$ cat config.mk
export PLATFORM = sky130hd
export DESIGN_NAME = ucie_ctl_tx_arbiter
export DESIGN_NICKNAME = d
export VERILOG_FILES = /design/src/rtl/ucie_ctl_pkg.sv /design/src/rtl/ucie_ctl_wrr_pick.sv /design/src/rtl/ucie_ctl_tx_arbiter.sv
export SDC_FILE = /design/constraint.sdc
export NUM_CORES = 1
export LEC_CHECK = 0
export BUFFER_PORTS_ARGS = -buffer_cell sky130_fd_sc_hd__clkbuf_2
export CAP_MARGIN = 40
export CORE_AREA = 2 2 82 84
export CTS_CLUSTER_DIAMETER = 200
export CTS_CLUSTER_SIZE = 8
export DETAILED_ROUTE_END_ITERATION = 8
export DIE_AREA = 0 0 84 86
export PLACE_DENSITY = 0.66
export SLEW_MARGIN = 20
export SYNTH_ARGS = -nofsm -noshare
export SYNTH_HDL_FRONTEND = slang
export SYNTH_SLANG_ARGS = --single-unit
$ cat constraint.sdc
create_clock -name clk -period 1.4 [get_ports clk]
set_input_delay 0.07 -clock clk [delete_from_list [all_inputs] [get_ports clk]]
set_output_delay 0.07 -clock clk [all_outputs]
set_load 0.1 [all_outputs]
$ cat src/rtl/ucie_ctl_pkg.sv
// ucie_ctl_pkg
//   Shared types and constants for the UCIe TX control/data arbiter and the
//   weighted round-robin picker, which the RX credit scheduler also uses.
//   - arb_state_t : arbiter FSM encoding (IDLE/DATA/CTL)
//   - UCIE_ACTIVE : FDI pl_state_sts encoding for the Active link state
//   - beat_cnt_w  : width of a beat counter that must hold 0..flit_beats-1
//   - wcnt_w      : width of a weight counter that must hold 0..weight
package ucie_ctl_pkg;

  typedef enum logic [1:0] {
    ST_IDLE = 2'b00,
    ST_DATA = 2'b01,
    ST_CTL  = 2'b10
  } arb_state_t;

  localparam logic [3:0] UCIE_ACTIVE = 4'b0001;

  function automatic int beat_cnt_w(input int flit_beats);
    return $clog2(flit_beats) + 1;
  endfunction

  function automatic int wcnt_w(input int weight);
    // weight is at least 1, so this is never narrower than one bit
    return $clog2(weight + 1);
  endfunction

endpackage

$ cat src/rtl/ucie_ctl_wrr_pick.sv
// ucie_ctl_wrr_pick
//   Combinational weighted round-robin choice between a data requester and a
//   control requester. Data wins until DATA_WEIGHT consecutive data grants
//   have been made with control waiting; control then wins once and the
//   weight counter restarts.
//   Ports:
//     data_req, ctl_req : pending requests
//     wcnt              : data grants made while control was pending
//     grant_data        : data wins this decision
//     grant_ctl         : control wins this decision
//     wcnt_nxt          : counter value to store if the decision is taken
module ucie_ctl_wrr_pick #(
  parameter int DATA_WEIGHT = 3,
  parameter int WCNT_W      = 2
) (
  input  logic              data_req,
  input  logic              ctl_req,
  input  logic [WCNT_W-1:0] wcnt,
  output logic              grant_data,
  output logic              grant_ctl,
  output logic [WCNT_W-1:0] wcnt_nxt
);

  localparam logic [WCNT_W-1:0] WEIGHT = WCNT_W'(DATA_WEIGHT);

  always_comb begin
    grant_data = 1'b0;
    grant_ctl  = 1'b0;
    wcnt_nxt   = wcnt;
    if (data_req && ctl_req) begin
      if (wcnt < WEIGHT) begin
        grant_data = 1'b1;
        wcnt_nxt   = wcnt + WCNT_W'(1);
      end else begin
        grant_ctl = 1'b1;
        wcnt_nxt  = '0;
      end
    end else if (data_req) begin
      // Data alone does not count against the weight: nobody is waiting.
      grant_data = 1'b1;
    end else if (ctl_req) begin
      grant_ctl = 1'b1;
      wcnt_nxt  = '0;
    end
  end

endmodule

$ cat src/rtl/ucie_ctl_tx_arbiter.sv
// ucie_ctl_tx_arbiter
//   Shares the RDI transmit mainband between TX FIFO data flits and
//   link-management control flits. Whole flits are granted (no interleave),
//   with weighted round-robin so control cannot be starved. Arbitration only
//   runs while the FDI link state is Active; leaving Active gates all RDI
//   outputs at once and aborts any flit in progress.
//   Ports:
//     clk, rst_n           : clock, asynchronous active-low reset
//     i_fdi_pl_state_sts   : FDI link state
//     i_data_rempty/rdata  : TX FIFO read side (head beat), o_data_rinc pops
//     i_ctl_valid/data     : control beat source, o_ctl_ready accepts
//     i_rdi_pl_trdy        : RDI ready
//     o_rdi_lp_valid/irdy  : RDI beat valid (irdy mirrors valid)
//     o_rdi_lp_data        : RDI beat, zero whenever valid is low
//     o_grant_ctl          : a control flit owns RDI
//     o_flit_abort         : one-cycle pulse after a flit was cut by link exit
//     o_dbg_state          : current FSM state, for observation only
//
//   Handshake: a beat moves on RDI in any cycle where o_rdi_lp_valid and
//   i_rdi_pl_trdy are both 1. That same cycle pops the FIFO (o_data_rinc)
//   or accepts the control beat (o_ctl_ready & i_ctl_valid); valid never
//   depends on trdy, and only the owning source is ever looked at.
module ucie_ctl_tx_arbiter
  import ucie_ctl_pkg::*;
#(
  parameter int          DATA_W      = 64,
  parameter int          FLIT_BEATS  = 4,
  parameter int          DATA_WEIGHT = 3,
  parameter logic [3:0]  UCIE_ACTIVE = ucie_ctl_pkg::UCIE_ACTIVE
) (
  input  logic              clk,
  input  logic              rst_n,
  input  logic [3:0]        i_fdi_pl_state_sts,
  input  logic              i_data_rempty,
  input  logic [DATA_W-1:0] i_data_rdata,
  output logic              o_data_rinc,
  input  logic              i_ctl_valid,
  input  logic [DATA_W-1:0] i_ctl_data,
  output logic              o_ctl_ready,
  input  logic              i_rdi_pl_trdy,
  output logic              o_rdi_lp_valid,
  output logic              o_rdi_lp_irdy,
  output logic [DATA_W-1:0] o_rdi_lp_data,
  output logic              o_grant_ctl,
  output logic              o_flit_abort,
  output logic [1:0]        o_dbg_state
);

  localparam int BC_W = beat_cnt_w(FLIT_BEATS);
  localparam int WC_W = wcnt_w(DATA_WEIGHT);
  localparam logic [BC_W-1:0] LAST_BEAT = BC_W'(FLIT_BEATS - 1);

  arb_state_t      state;
  logic [BC_W-1:0] beat_cnt;
  logic [WC_W-1:0] wcnt;
  logic [WC_W-1:0] wcnt_nxt;
  logic            flit_abort_q;
  logic            link_active;
  logic            pick_data;
  logic            pick_ctl;
  logic            xfer;

  assign link_active = (i_fdi_pl_state_sts == UCIE_ACTIVE);

  ucie_ctl_wrr_pick #(
    .DATA_WEIGHT (DATA_WEIGHT),
    .WCNT_W      (WC_W)
  ) u_pick (
    .data_req   (~i_data_rempty),
    .ctl_req    (i_ctl_valid),
    .wcnt       (wcnt),
    .grant_data (pick_data),
    .grant_ctl  (pick_ctl),
    .wcnt_nxt   (wcnt_nxt)
  );

  // RDI side is combinational from the owning source so a beat can move
  // every cycle; everything is gated off the moment the link leaves Active.
  always_comb begin
    o_rdi_lp_valid = 1'b0;
    o_rdi_lp_data  = '0;
    o_data_rinc    = 1'b0;
    o_ctl_ready    = 1'b0;
    o_grant_ctl    = 1'b0;
    if (link_active) begin
      case (state)
        ST_DATA: begin
          o_rdi_lp_valid = ~i_data_rempty;
          if (!i_data_rempty) o_rdi_lp_data = i_data_rdata;
          o_data_rinc    = ~i_data_rempty & i_rdi_pl_trdy;
        end
        ST_CTL: begin
          o_rdi_lp_valid = i_ctl_valid;
          if (i_ctl_valid) o_rdi_lp_data = i_ctl_data;
          o_ctl_ready    = i_rdi_pl_trdy;
          o_grant_ctl    = 1'b1;
        end
        default: ;
      endcase
    end
  end

  assign o_rdi_lp_irdy = o_rdi_lp_valid;
  assign xfer          = o_rdi_lp_valid & i_rdi_pl_trdy;
  assign o_flit_abort  = flit_abort_q;
  assign o_dbg_state   = state;

  always_ff @(posedge clk or negedge rst_n) begin
    if (!rst_n) begin
      state        <= ST_IDLE;
      beat_cnt     <= '0;
      wcnt         <= '0;
      flit_abort_q <= 1'b0;
    end else if (!link_active) begin
      state        <= ST_IDLE;
      beat_cnt     <= '0;
      wcnt         <= '0;
      flit_abort_q <= (state != ST_IDLE);
    end else begin
      flit_abort_q <= 1'b0;
      case (state)
        ST_IDLE: begin
          wcnt <= wcnt_nxt;
          if (pick_data)     state <= ST_DATA;
          else if (pick_ctl) state <= ST_CTL;
        end
        ST_DATA, ST_CTL: begin
          // Underrun just stalls here; the grant is held until the flit ends.
          if (xfer) begin
            if (beat_cnt == LAST_BEAT) begin
              beat_cnt <= '0;
              state    <= ST_IDLE;
            end else begin
              beat_cnt <= beat_cnt + BC_W'(1);
            end
          end
        end
        default: state <= ST_IDLE;
      endcase
    end
  end

endmodule

# Word-level counts from Yosys, hierarchy flattened

Index checks and enable logic that the tools add are counted.

Flip-flop bits (word level): 8
Bits of input ports: 137
Output and inout port bits: 72
Word-level logic and storage cells: 65

Add/sub/neg operators: 2
Magnitude comparators: 1
Equality and inequality tests: 12
Mux-type cells: 36
Bitwise gates (word level): 3
Reduce and logical (&&, ||, !) cells: 7

Operators by type and width:

| kind                | count |
|---|---|
| $mux 64             | 3 |
| $pmux 64 s2         | 1 |
| $mux 2              | 11 |
| $mux 1              | 15 |
| $mux 3              | 4 |
| $ne 2x1->1 const B  | 3 |
| $ne 3x2->1 const B  | 2 |
| $ne 3x3->1 const B  | 2 |
| $reduce_and 3->1    | 2 |
| $eq 4x1->1 const B  | 1 |
| $ne 4x4->1 const B  | 1 |
| $pmux 2 s2          | 1 |
| $add 3x1->3 const B | 1 |
| $eq 3x2->1 const B  | 1 |
| $add 2x1->2 const B | 1 |
| $and 1x1->1         | 2 |
| $eq 2x1->1 const B  | 1 |
| $eq 2x2->1 const B  | 1 |
| $logic_not 2->1     | 1 |
| $lt 2x2->1 const B  | 1 |
| $pmux 1 s2          | 1 |
| $reduce_and 2->1    | 1 |
| $reduce_bool 2->1   | 1 |
| $reduce_or 2->1     | 1 |
| other kinds (2)     | 2 |

# Longest topological paths before layout

Depth after elaboration: 7
Mapped depth: 7
Gate-level depth less buffers: 6

# By module

From an unflattened synthesis, not the netlist that was laid out.

Cells, all modules: 210
Area, all modules: 1448.9 sq um

Modules (own cells, without submodules):

| module              | times used | cells an instance | area an instance (sq um) | seq. area each (sq um) |
|---|---|---|---|---|
| ucie_ctl_tx_arbiter | 1          | 200               | 1373.8                   | 200.2 |
| ucie_ctl_wrr_pick   | 1          | 10                | 75.1                     | 0.0 |

# Worst setup path before layout

No wires, ideal clock.

Kind: reg-to-output
From: register state[1], in the netlist o_dbg_state[1]
To: output port o_rdi_lp_valid
Data arrival time: 3.754 ns
Required time: 1.330 ns
Path slack: -2.424 ns
Stages on the path, launching flop included: 7
Path buffers: 2
Cell sequence: dfrtp_1 inv_1 ha_1 nand2_1 buf_4 a21oi_1 buf_4

Longest elaborated chain between the ends: 3
Elaborated cells between the ends (all ways): 4
Classes of those cells: eq/ne: 2; mux: 2

RTL lines:

| what                                            | RTL line                   | text |
|---|---|---|
| start: declaration                              | ucie_ctl_tx_arbiter.sv:53  | `arb_state_t state;` |
| start signal: assignment                        | ucie_ctl_tx_arbiter.sv:110 | `state <= ST_IDLE;` |
| start signal: assignment                        | ucie_ctl_tx_arbiter.sv:115 | `state <= ST_IDLE;` |
| start signal: assignment                        | ucie_ctl_tx_arbiter.sv:124 | `if (pick_data) state <= ST_DATA;` |
| $eq 2x2->1 / $eq 2x1->1 (equally long branches) | ucie_ctl_tx_arbiter.sv:86  | `case (state)` |
| $pmux 1 s2 *                                    | ucie_ctl_tx_arbiter.sv:86  |  |
| $mux 1 *                                        | ucie_ctl_tx_arbiter.sv:85  | `if (link_active) begin` |
| end: declaration                                | ucie_ctl_tx_arbiter.sv:41  | `output logic o_rdi_lp_valid,` |

Mark *: on every way between the ends. The rest lies on a longest branch, timed or not.

# Final worst setup path

From: register state[1], in the netlist o_dbg_state[1]
To: output port o_rdi_lp_data[28]

Longest elaborated chain between the ends: 3
Elaborated cells between the ends (all ways): 4
Classes of those cells: eq/ne: 2; mux: 2

RTL lines:

| what                                            | RTL line                  | text |
|---|---|---|
| $eq 2x2->1 / $eq 2x1->1 (equally long branches) | ucie_ctl_tx_arbiter.sv:86 |  |
| $pmux 64 s2 *                                   | ucie_ctl_tx_arbiter.sv:86 |  |
| $mux 64 *                                       | ucie_ctl_tx_arbiter.sv:85 |  |
| end: declaration                                | ucie_ctl_tx_arbiter.sv:43 | `output logic [DATA_W-1:0] o_rdi_lp_data,` |

Marked as above.

==> impl_metrics.py <==
metrics = {
    "final_layout": {
        "diodes": 0,
        "mostFrequentLayoutCells": "139 x clkbuf_2, 80 x buf_12, 64 x nor2_4",
        "final_common_cell": "clkbuf_2",
        "drive_gt1_share_pct": 89.2,
        "area_growth_pct": 265,
        "fin_cells": 522,
        "fin_nets": 590,
        "fillers": 357,
    },
    "min_path": {
        "holdPathStages": 3,
        "hp-class": "primary input to register",
    },
    "pwr": {
        "p_leak_nw": 1.86,
        "total_power_uw": 904,
        "power_density_nw_per_um2": 178,
        "max-vdd-ir-drop_mv": 0.515,
    },
    "place": {
        "pre_cts_ws_ps": -312,
        "post-dp-hpwl_um": 6690,
        "io_buffers": 208,
        "gp_congestion": 0.865,
        "place_inst": 500,
    },
    "clock_tree": {
        "cts_sinks": 8,
        "clkTransAtPathRegs_ps": 40,
        "clock_latency_ps": 230,
        "cts_tree": "done",
        "cts_buffers": 3,
        "cts_buffer_depth": 2,
        "root_buffer": "clkbuf_8",
        "htreeDepth": 1,
    },
    "timing": {
        "finalCritPeriodShare_pct": 139,
        "max_freq_mhz": 512,
        "drv_slew": 0,
        "min_period_ps": 1950,
        "slew_headroom_pct": 63.0,
        "final_hold_viol_count": 0,
        "fin_skew_ps": 1.80,
        "finalSetupViolations": 74,
        "rsz0062_at_grt": "true",
        "holdWs_ps": 211,
        "fin_ws_ps": -553,
        "worstMarginPinSlew_ps": 558,
    },
    "synth": {
        "syn_nets": 351,
        "synth.area.top_cells": "a22oi_1 34%, nor2_1 19%, dfrtp_1 14%, ha_1 5.4%, buf_6 4.0%",
        "yosysWarnings": 0,
        "synth_area_um2": 1390,
        "synth_top_cell_area_share_pct": 34.5,
        "syn_inst": 208,
        "synthDistinctLibCells": 27,
        "seq_area_frac_synth_pct": 14.4,
        "avgSynthCellArea_um2": 6.70,
        "ys_ff_latch": 8,
        "synth_area_leader_cell": "a22oi_1",
    },
    "drt": {
        "via_per_inst": 5.29,
        "dr.max_layer_used": "met4",
        "drt-wirelength-per-cell_um": 20.0,
        "wl_met3_um": 500,
        "drt_iter0_drc": 101,
        "ant_nets": 0,
        "wl_um": 10500,
        "drc": 0,
        "wl_met1_um": 3680,
        "dr_wl_met2_um": 6030,
        "drt-pass1-iter-count": 6,
        "vias": 2762,
    },
    "global_routing": {
        "grt_max_degree": 31,
        "grt_pass1_wl_um": 12600,
        "antenna_found_initial": 0,
        "groute.usage.overall_pct": 21.5,
        "gr-total-overflow": 0,
        "grt_pass1_vias": 2584,
    },
    "setup_path": {
        "cp.arrival_ps": 1880,
        "r2r_setup_slack_ps": -330,
        "cp.required_ps": 1330,
        "slowest_stage": "dfrtp_4",
        "cp_max_fo": 14,
        "reg2regPathDepth": 8,
        "slowest_delay_ps": 500,
        "r2r-end": "beat_cnt[0]",
        "cpMostUsedCell": "buf_12",
        "startpoint": "o_dbg_state[1]",
        "r2r_start": "o_dbg_state[1]",
        "critPathKind": "register to output pin",
        "cp-end-kind": "output pin",
        "start_kind": "register",
        "path_cells": "inv_4 > ha_4 > nor2b_4 > buf_12 > clkbuf_16 > a22oi_1 > nor2_4 > buf_12",
        "crit_path_end": "o_rdi_lp_data[28]",
    },
    "floorplanning": {
        "initial_core_util_pct": 22.2,
        "fp.dieW_um": 84,
        "dieArea_um2": 7220,
        "io_pins": 209,
        "num_rows": 29,
        "die_y_um": 86,
        "core-area_um2": 6280,
    },
    "run": {
        "drv_cap": 0,
    },
    "run_status": {
        "violations": "setup timing",
        "outcome": "complete, but fails checks",
    },
}
-- registers in the layout (all words and copies together) (netlist names) --
name / cells
wcnt: 2
beat_cnt: 3
o_flit_abort: 1
o_dbg_state: 2
-- critical path, delay by kind of cell, from the launching register on --
family	cells	cell delay, ps
AOI/OAI and AO/OA	1	110
adders and majority gates	1	120
buffers and inverters	4	590
DFF	1	500
and+or+nand+nor	2	310
-- per-stage QoR --
step	area, um^2	setup TNS, ps	utilization, %
floorplan	2020	-43300	-
global placement	4340	-16350	69.1
detailed placement	4340	-17940	69.1
CTS	4540	-33370	72.4
global route	5080	-39090	81.0
finish	5080	-35030	81.0
-- cell families after synthesis --
group / after synthesis / synth area share (%)
and+or+nand+nor: 95 / 30.2
AOI/OAI and AO/OA: 73 / 38.6
muxes: 2 / 1.44
buffers and inverters: 24 / 10.1
DFF: 8 / 14.4
adders and majority gates: 6 / 5.39
-- Yosys cell counts (all sizes together) --
master and count:
nor4b 1, or3 1, nor2b 3, buf 9, nor2 71, nor4 1
nor3b 1, ha 6, a21o 1, nand2 6, a22oi 64, inv 2
a211o 1, nand2b 1, nor3 1, a21oi 5, clkbuf 13, and3 3
mux2i 2, a32oi 1, or4b 1, and2 3, nand3 2, dfrtp 8
o211ai 1
-- power breakdown --
part	leakage (nW)	internal, mW	switching, mW
sequential	0.107	0.235	0.00251
clock	0.0216	0.186	0.0906
combinational	1.74	0.200	0.191
-- per-layer routing --
metal | track usage [%] | up-vias
met5 | 0 | -
met4 | 5.28 | 0
met3 | 3.27 | 23
met2 | 45.9 | 146
met1 | 21.2 | 1344
li1 | - | 1249
-- worst min-delay path by stage --
| stage | startpoint | end | slack (ps) |
|---|---|---|---|
| finish | i_fdi_pl_state_sts[1] | wcnt[1] | 210 |
| global route | rst_n | beat_cnt[0] | 240 |
| CTS | i_fdi_pl_state_sts[1] | wcnt[1] | 210 |
| detailed placement | rst_n | wcnt[0] | -80 |
| global placement | rst_n | o_flit_abort | -80 |
| floorplan | rst_n | beat_cnt[0] | -230 |
-- cell type report --
| cell class | instances | area (um^2) | area share [%] |
|---|---|---|---|
| Clock buffer | 3 | 41.3 | 0.812 |
| Multi-Input combinational cell | 179 | 1970 | 38.8 |
| Tap cell | 77 | 96.3 | 1.90 |
| Inverter | 2 | 12.5 | 0.246 |
| Sequential cell | 8 | 208 | 4.09 |
| Timing Repair Buffer | 253 | 2760 | 54.2 |
-- what timing repair did --
item,in CTS,in global routing
hold endpoints to repair,8,0
pin swaps,6,34
gates cloned,1,12
endpoints found under the setup margin,74,76
setup buffers,4,6
resized for setup,23,60
hold buffers,1,0
Power figures use the tool's default switching activity.
